### src/rtl/pipe_stage_hs.sv
// Generic valid/ready pipeline register carrying an opaque payload between stages,
// with flush-to-bubble, optional 2-entry skid mode and a discarded-beat counter.
module pipe_stage_hs #(
    parameter int unsigned    DW     = 128,
    parameter logic [DW-1:0]  BUBBLE = {DW{1'b0}},
    parameter bit             SKID   = 1'b1,
    parameter int unsigned    CW     = 16
) (
    input  logic          CLK,
    input  logic          RSTN,
    input  logic          in_valid,
    output logic          in_ready,
    input  logic [DW-1:0] in_data,
    input  logic          flush,
    output logic          out_valid,
    input  logic          out_ready,
    output logic [DW-1:0] out_data,
    output logic [1:0]    occupancy,
    output logic [CW-1:0] flush_cnt
);

    logic          m_valid_q, m_valid_d;
    logic [DW-1:0] m_data_q, m_data_d;
    logic          s_valid_q, s_valid_d;
    logic [DW-1:0] s_data_q, s_data_d;
    logic          rdy_q, rdy_d;
    logic [CW-1:0] flush_cnt_q, flush_cnt_d;

    logic          pop;
    logic          acc;
    logic [1:0]    drop;
    logic [CW:0]   cnt_sum;

    assign pop       = m_valid_q & out_ready;
    assign in_ready  = SKID ? rdy_q : (~m_valid_q | out_ready);
    assign acc       = in_valid & in_ready;
    assign out_valid = m_valid_q;
    assign out_data  = m_data_q;
    assign occupancy = {1'b0, m_valid_q} + {1'b0, s_valid_q};
    assign flush_cnt = flush_cnt_q;

    // A beat popping on the flush edge was delivered, so it is not counted.
    assign drop    = {1'b0, m_valid_q & ~pop} + {1'b0, s_valid_q};
    assign cnt_sum = {1'b0, flush_cnt_q} + (CW+1)'(drop);

    always_comb begin
        m_valid_d   = m_valid_q;
        m_data_d    = m_data_q;
        s_valid_d   = s_valid_q;
        s_data_d    = s_data_q;
        flush_cnt_d = flush_cnt_q;
        if (flush) begin
            m_valid_d   = 1'b0;
            m_data_d    = BUBBLE;
            s_valid_d   = 1'b0;
            s_data_d    = BUBBLE;
            flush_cnt_d = cnt_sum[CW] ? {CW{1'b1}} : cnt_sum[CW-1:0];
        end else if (!SKID) begin
            if (acc) begin
                m_valid_d = 1'b1;
                m_data_d  = in_data;
            end else if (pop) begin
                m_valid_d = 1'b0;
                m_data_d  = BUBBLE;
            end
        end else if (pop) begin
            if (s_valid_q) begin
                m_valid_d = 1'b1;
                m_data_d  = s_data_q;
                s_valid_d = 1'b0;
                s_data_d  = BUBBLE;
            end else if (acc) begin
                m_valid_d = 1'b1;
                m_data_d  = in_data;
            end else begin
                m_valid_d = 1'b0;
                m_data_d  = BUBBLE;
            end
        end else if (acc) begin
            if (!m_valid_q) begin
                m_valid_d = 1'b1;
                m_data_d  = in_data;
            end else begin
                s_valid_d = 1'b1;
                s_data_d  = in_data;
            end
        end
        rdy_d = ~s_valid_d;
    end

    always_ff @(posedge CLK or negedge RSTN) begin
        if (!RSTN) begin
            m_valid_q   <= 1'b0;
            m_data_q    <= BUBBLE;
            s_valid_q   <= 1'b0;
            s_data_q    <= BUBBLE;
            rdy_q       <= 1'b0;
            flush_cnt_q <= '0;
        end else begin
            m_valid_q   <= m_valid_d;
            m_data_q    <= m_data_d;
            s_valid_q   <= s_valid_d;
            s_data_q    <= s_data_d;
            rdy_q       <= rdy_d;
            flush_cnt_q <= flush_cnt_d;
        end
    end

endmodule

### config.mk
export PLATFORM = sky130hd
export DESIGN_NAME = pipe_stage_hs
export DESIGN_NICKNAME = d
export VERILOG_FILES = /design/src/rtl/pipe_stage_hs.sv
export SDC_FILE = /design/constraint.sdc
export NUM_CORES = 1
export LEC_CHECK = 0
export ABC_CLOCK_PERIOD_IN_PS = 2900
export CAP_MARGIN = 25
export CORE_MARGIN = 4
export CORE_UTILIZATION = 50
export DETAILED_ROUTE_END_ITERATION = 8
export GPL_ROUTABILITY_DRIVEN = 0
export HOLD_SLACK_MARGIN = 0.03
export PLACE_DENSITY = 0.8
export SLEW_MARGIN = 20
export SYNTH_ARGS = -nofsm -noshare
export SYNTH_HDL_FRONTEND = slang
export SYNTH_SLANG_ARGS = --single-unit
### constraint.sdc
create_clock -name CLK -period 2.9 [get_ports CLK]
set_input_delay 0.29 -clock CLK [delete_from_list [all_inputs] [get_ports CLK]]
set_output_delay 0.29 -clock CLK [all_outputs]
set_load 0.01 [all_outputs]
==> impl_metrics.ini <==
[run_status]
status = completed

[clocking]
clock-sinks = 275
cts_made_buffers = 28
clk_transition_reported_paths_ns = 0.06
clkLatencyLatePin_ns = 0.53
cts_tree = done
cts_htree_levels = 1
clock_tree.root_cell = sky130_fd_sc_hd__clkbuf_16
max-clock-path-buffers = 3

[critical_path]
cp_data_required_time_ns = 3.37
slowest_delay_ns = 0.67
cpMostUsedCell = sky130_fd_sc_hd__inv_1
critPathKind = reg -> reg
crit_chain = inv_1 > fa_1 > inv_1 > ha_1 > nand4_1 > or4_1 > and4_1 > nor2_1
crit_start = flush_cnt[0]$_DFFE_PN0P_
crit_arrival_ns = 2.81
setup.worst_path.start_class = flip-flop
critPathMaxFanout = 6
critical-path-slowest-cell = sky130_fd_sc_hd__or4_1
endpoint_kind = flip-flop
regToRegStartpoint = flush_cnt[0]$_DFFE_PN0P_
worst-r2r-cell-count = 8

[run]
maxCapViolations = 0

[worst_hold_path]
timing.hold.worst.start = in_data[8]
min_delay_path_class = in -> reg
timing.hold.worst_path_depth = 3

[yosys]
synth_cells = 1220
post_synth_instance_area_um2 = 12150
share_of_flip_flops_with_an_asynchronous_set_or_reset_after_synthesis_pct = 100.0
synth-main-ff-cell = sky130_fd_sc_hd__dfrtp_1
synth_enable_flop_cells = 0
syn_avg_cell_area_um2 = 9.955
fraction_of_the_yosys_area_taken_by_sequential_cells_pct = 56.66
synthesis.yosys.warnings = 0
ys_ff_latch = 275
netlist-cell-type-count = 37
synthesis.nets = 1357

[floorplanning]
floorplan.initialDensity_pct = 51.28
fp.dieArea_um2 = 26850
design.core.area_um2 = 23680
design.portCount = 281
die-width_um = 163.9
placement_rows = 56
fp.dieH_um = 163.9

[layout]
final_layout_size_suffix_gt1_share_pct = 5.355
most_common_library_cell_in_the_layout_ignoring_fill_and_taps = sky130_fd_sc_hd__clkdlybuf4s50_1
layout.cells.most_common_list = sky130_fd_sc_hd__clkdlybuf4s50_1, sky130_fd_sc_hd__dfrtp_1, sky130_fd_sc_hd__nand2_1
flow.area_growth_from_synthesis_pct = 34.39
n_antenna_cell = 0
finish.net_count = 1613

[power_and_ir_drop]
vdd.ir_drop.worst_uv = 367.7
powerDensity_nw_per_um2 = 590.6
netSwitchingPower_mw = 2.593
power.clock.fraction_pct = 35.3
power.combinational.fraction_pct = 18.1
intPower_mw = 7.047
total_leakage_power_nw = 7.595
switching_share_pct = 26.90
seq_power_share_pct = 46.6

[detailed_routing]
routed_wire_length_per_instance_um = 18.59
route.detailed.drc = 0
vias = 10030
drt-initial-drc-count = 888
per_cell_via_count_in_the_routed_design = 5.533
detail-route-antenna-nets = 0
detailedRoute.firstPassIterationCount = 5
aggregate_routed_wire_length_um = 33710

[global_route]
overflow = 0
maximum_number_of_pins_on_one_net_before_global_route_repair = 96
global_route.usage.total_pct = 24.74
via_count_of_the_first_global_routing_pass = 10600
antenna_found_initial = 1
global_route_wire_length_before_repair_um = 54270

[sta]
post-route-period-util_pct = 80.90
finalSetupViolations = 0
worst_pin_slew_ns = 0.7643
final_period_minus_worst_setup_slack_ns = 2.346
rsz0062_at_grt = false
fin_worst_skew_ns = 0.005311
holdWs_ns = 0.3191
timing.fmax_mhz = 426.2
tns_ns = 0
slew_headroom_pct = 49.05
drv_slew = 0
hold_viol_final = 0

[placement]
place_hpwl_um = 21560
port-buffer-count = 280
logic make-up (layout without fill, tap and decap cells):
| group | count (synthesis) | count (layout) | synth area share [%] |
|---|---|---|---|
| flip-flops | 275 | 275 | 56.66 |
| XOR/XNOR | 9 | 9 | 0.6490 |
| AND/OR/NAND/NOR | 360 | 360 | 11.81 |
| AO/OA/AOI/OAI | 225 | 225 | 12.52 |
| buffers and inverters | 217 | 491 | 7.160 |
| multiplexers | 130 | 130 | 10.73 |
| adder cells (fa/ha/maj) | 4 | 4 | 0.4739 |
final timing paths:
check                                            end  slack (ns)
max reg2reg                flush_cnt[13]$_DFFE_PN0P_        0.55
min                          s_data_q[8]$_DFFE_PN0P_        0.32
min in group asynchronous   out_data[79]$_DFFE_PN0P_        0.40
min reg2reg                 out_data[67]$_DFFE_PN0P_        0.48
max                        flush_cnt[13]$_DFFE_PN0P_        0.55
max in group asynchronous   s_data_q[35]$_DFFE_PN0P_        1.72
per-layer routing:
metal	up-vias	wire length [um]	GRT usage, %	share of wire (%)
met2	393	16610	42.09	49
met5	-	12	0	0.036
met1	4993	13520	31.88	40
met3	60	2635	5.671	7.8
li1	4584	-	-	-
met4	2	920	7.244	2.7
worst max-delay path: cells and delay by family (launching register included):
kind	cells	cell delay, ns
adders and majority gates	2	0.61
buffers and inverters	2	0.14
DFF	1	0.38
and+or+nand+nor	4	1.16
power by group through the flow:
| stage | clock, mW | sequential [mW] | combinational (mW) |
|---|---|---|---|
| 6_report | 3.41 | 4.49 | 1.74 |
| 5_1_grt | 3.61 | 4.53 | 1.91 |
| 4_1_cts | 3.47 | 4.48 | 1.76 |
| 3_5_place_dp | 0 | 4.55 | 1.75 |
| 3_3_place_gp | 0 | 4.53 | 1.71 |
| 2_1_floorplan | 0 | 4.59 | 0.695 |
cell usage after synthesis (2+ instances only):
| cell type | count | share of area (%) |
|---|---|---|
| sky130_fd_sc_hd__o21ai_0 | 85 | 3.5 |
| sky130_fd_sc_hd__xnor2_1 | 4 | 0.29 |
| sky130_fd_sc_hd__or4_1 | 3 | 0.19 |
| sky130_fd_sc_hd__a221oi_1 | 46 | 3.3 |
| sky130_fd_sc_hd__mux2_2 | 2 | 0.19 |
| sky130_fd_sc_hd__and4_1 | 2 | 0.14 |
| sky130_fd_sc_hd__buf_4 | 2 | 0.12 |
| sky130_fd_sc_hd__inv_1 | 135 | 4.2 |
| sky130_fd_sc_hd__nor2_1 | 99 | 3.1 |
| sky130_fd_sc_hd__ha_1 | 3 | 0.31 |
| sky130_fd_sc_hd__dfrtp_1 | 275 | 57 |
| sky130_fd_sc_hd__nor4_1 | 2 | 0.10 |
| sky130_fd_sc_hd__nor3_1 | 3 | 0.12 |
| sky130_fd_sc_hd__mux2i_1 | 128 | 11 |
| sky130_fd_sc_hd__buf_2 | 38 | 1.6 |
| sky130_fd_sc_hd__nand2_1 | 233 | 7.2 |
| sky130_fd_sc_hd__clkbuf_1 | 39 | 1.2 |
| sky130_fd_sc_hd__buf_1 | 3 | 0.093 |
| sky130_fd_sc_hd__a31oi_1 | 4 | 0.21 |
| sky130_fd_sc_hd__xor2_1 | 5 | 0.36 |
| sky130_fd_sc_hd__a21oi_1 | 2 | 0.082 |
| sky130_fd_sc_hd__nand3_1 | 7 | 0.29 |
| sky130_fd_sc_hd__o21ai_1 | 2 | 0.082 |
| sky130_fd_sc_hd__a22oi_1 | 82 | 5.1 |
| sky130_fd_sc_hd__nand4_1 | 4 | 0.21 |
through the flow:
stage | utilization [%] | power (mW) | cells | instance area [um^2] | worst slack [ns]
after floorplan | - | 5.282 | 1220 | 12150 | 0.4799
after detailed placement | 65.26 | 6.298 | 1764 | 15450 | 0.1568
after CTS | 68.92 | 9.720 | 1813 | 16320 | 0.5564
after global placement | 65.26 | 6.238 | 1764 | 15450 | 0.2154
after global routing | 68.92 | 10.06 | 1813 | 16320 | 0.3593
final | 68.92 | 9.640 | 1813 | 16320 | 0.5538
registers in the layout, summed over array words and instances (netlist names):
name and cells:
out_data 128, s_data_q 128, flush_cnt 16, in_ready 1, out_valid 1, s_valid_q 1
final cells by class:
type	instances	area (um^2)
timing repair buffer	308	3208
clock inverter	5	28.78
clock buffer	43	828.3
tap	319	399.1
fill	1800	7361
inverter	135	506.7
multi-input combinational	728	4469
sequential	275	6882
timing repair:
item	in CTS	in global routing
gates resized for setup	0	0
hold endpoints to repair	88	0
buffers inserted	0	0
hold buffers	1	0
No activity file was read; power rests on OpenSTA's default activity.
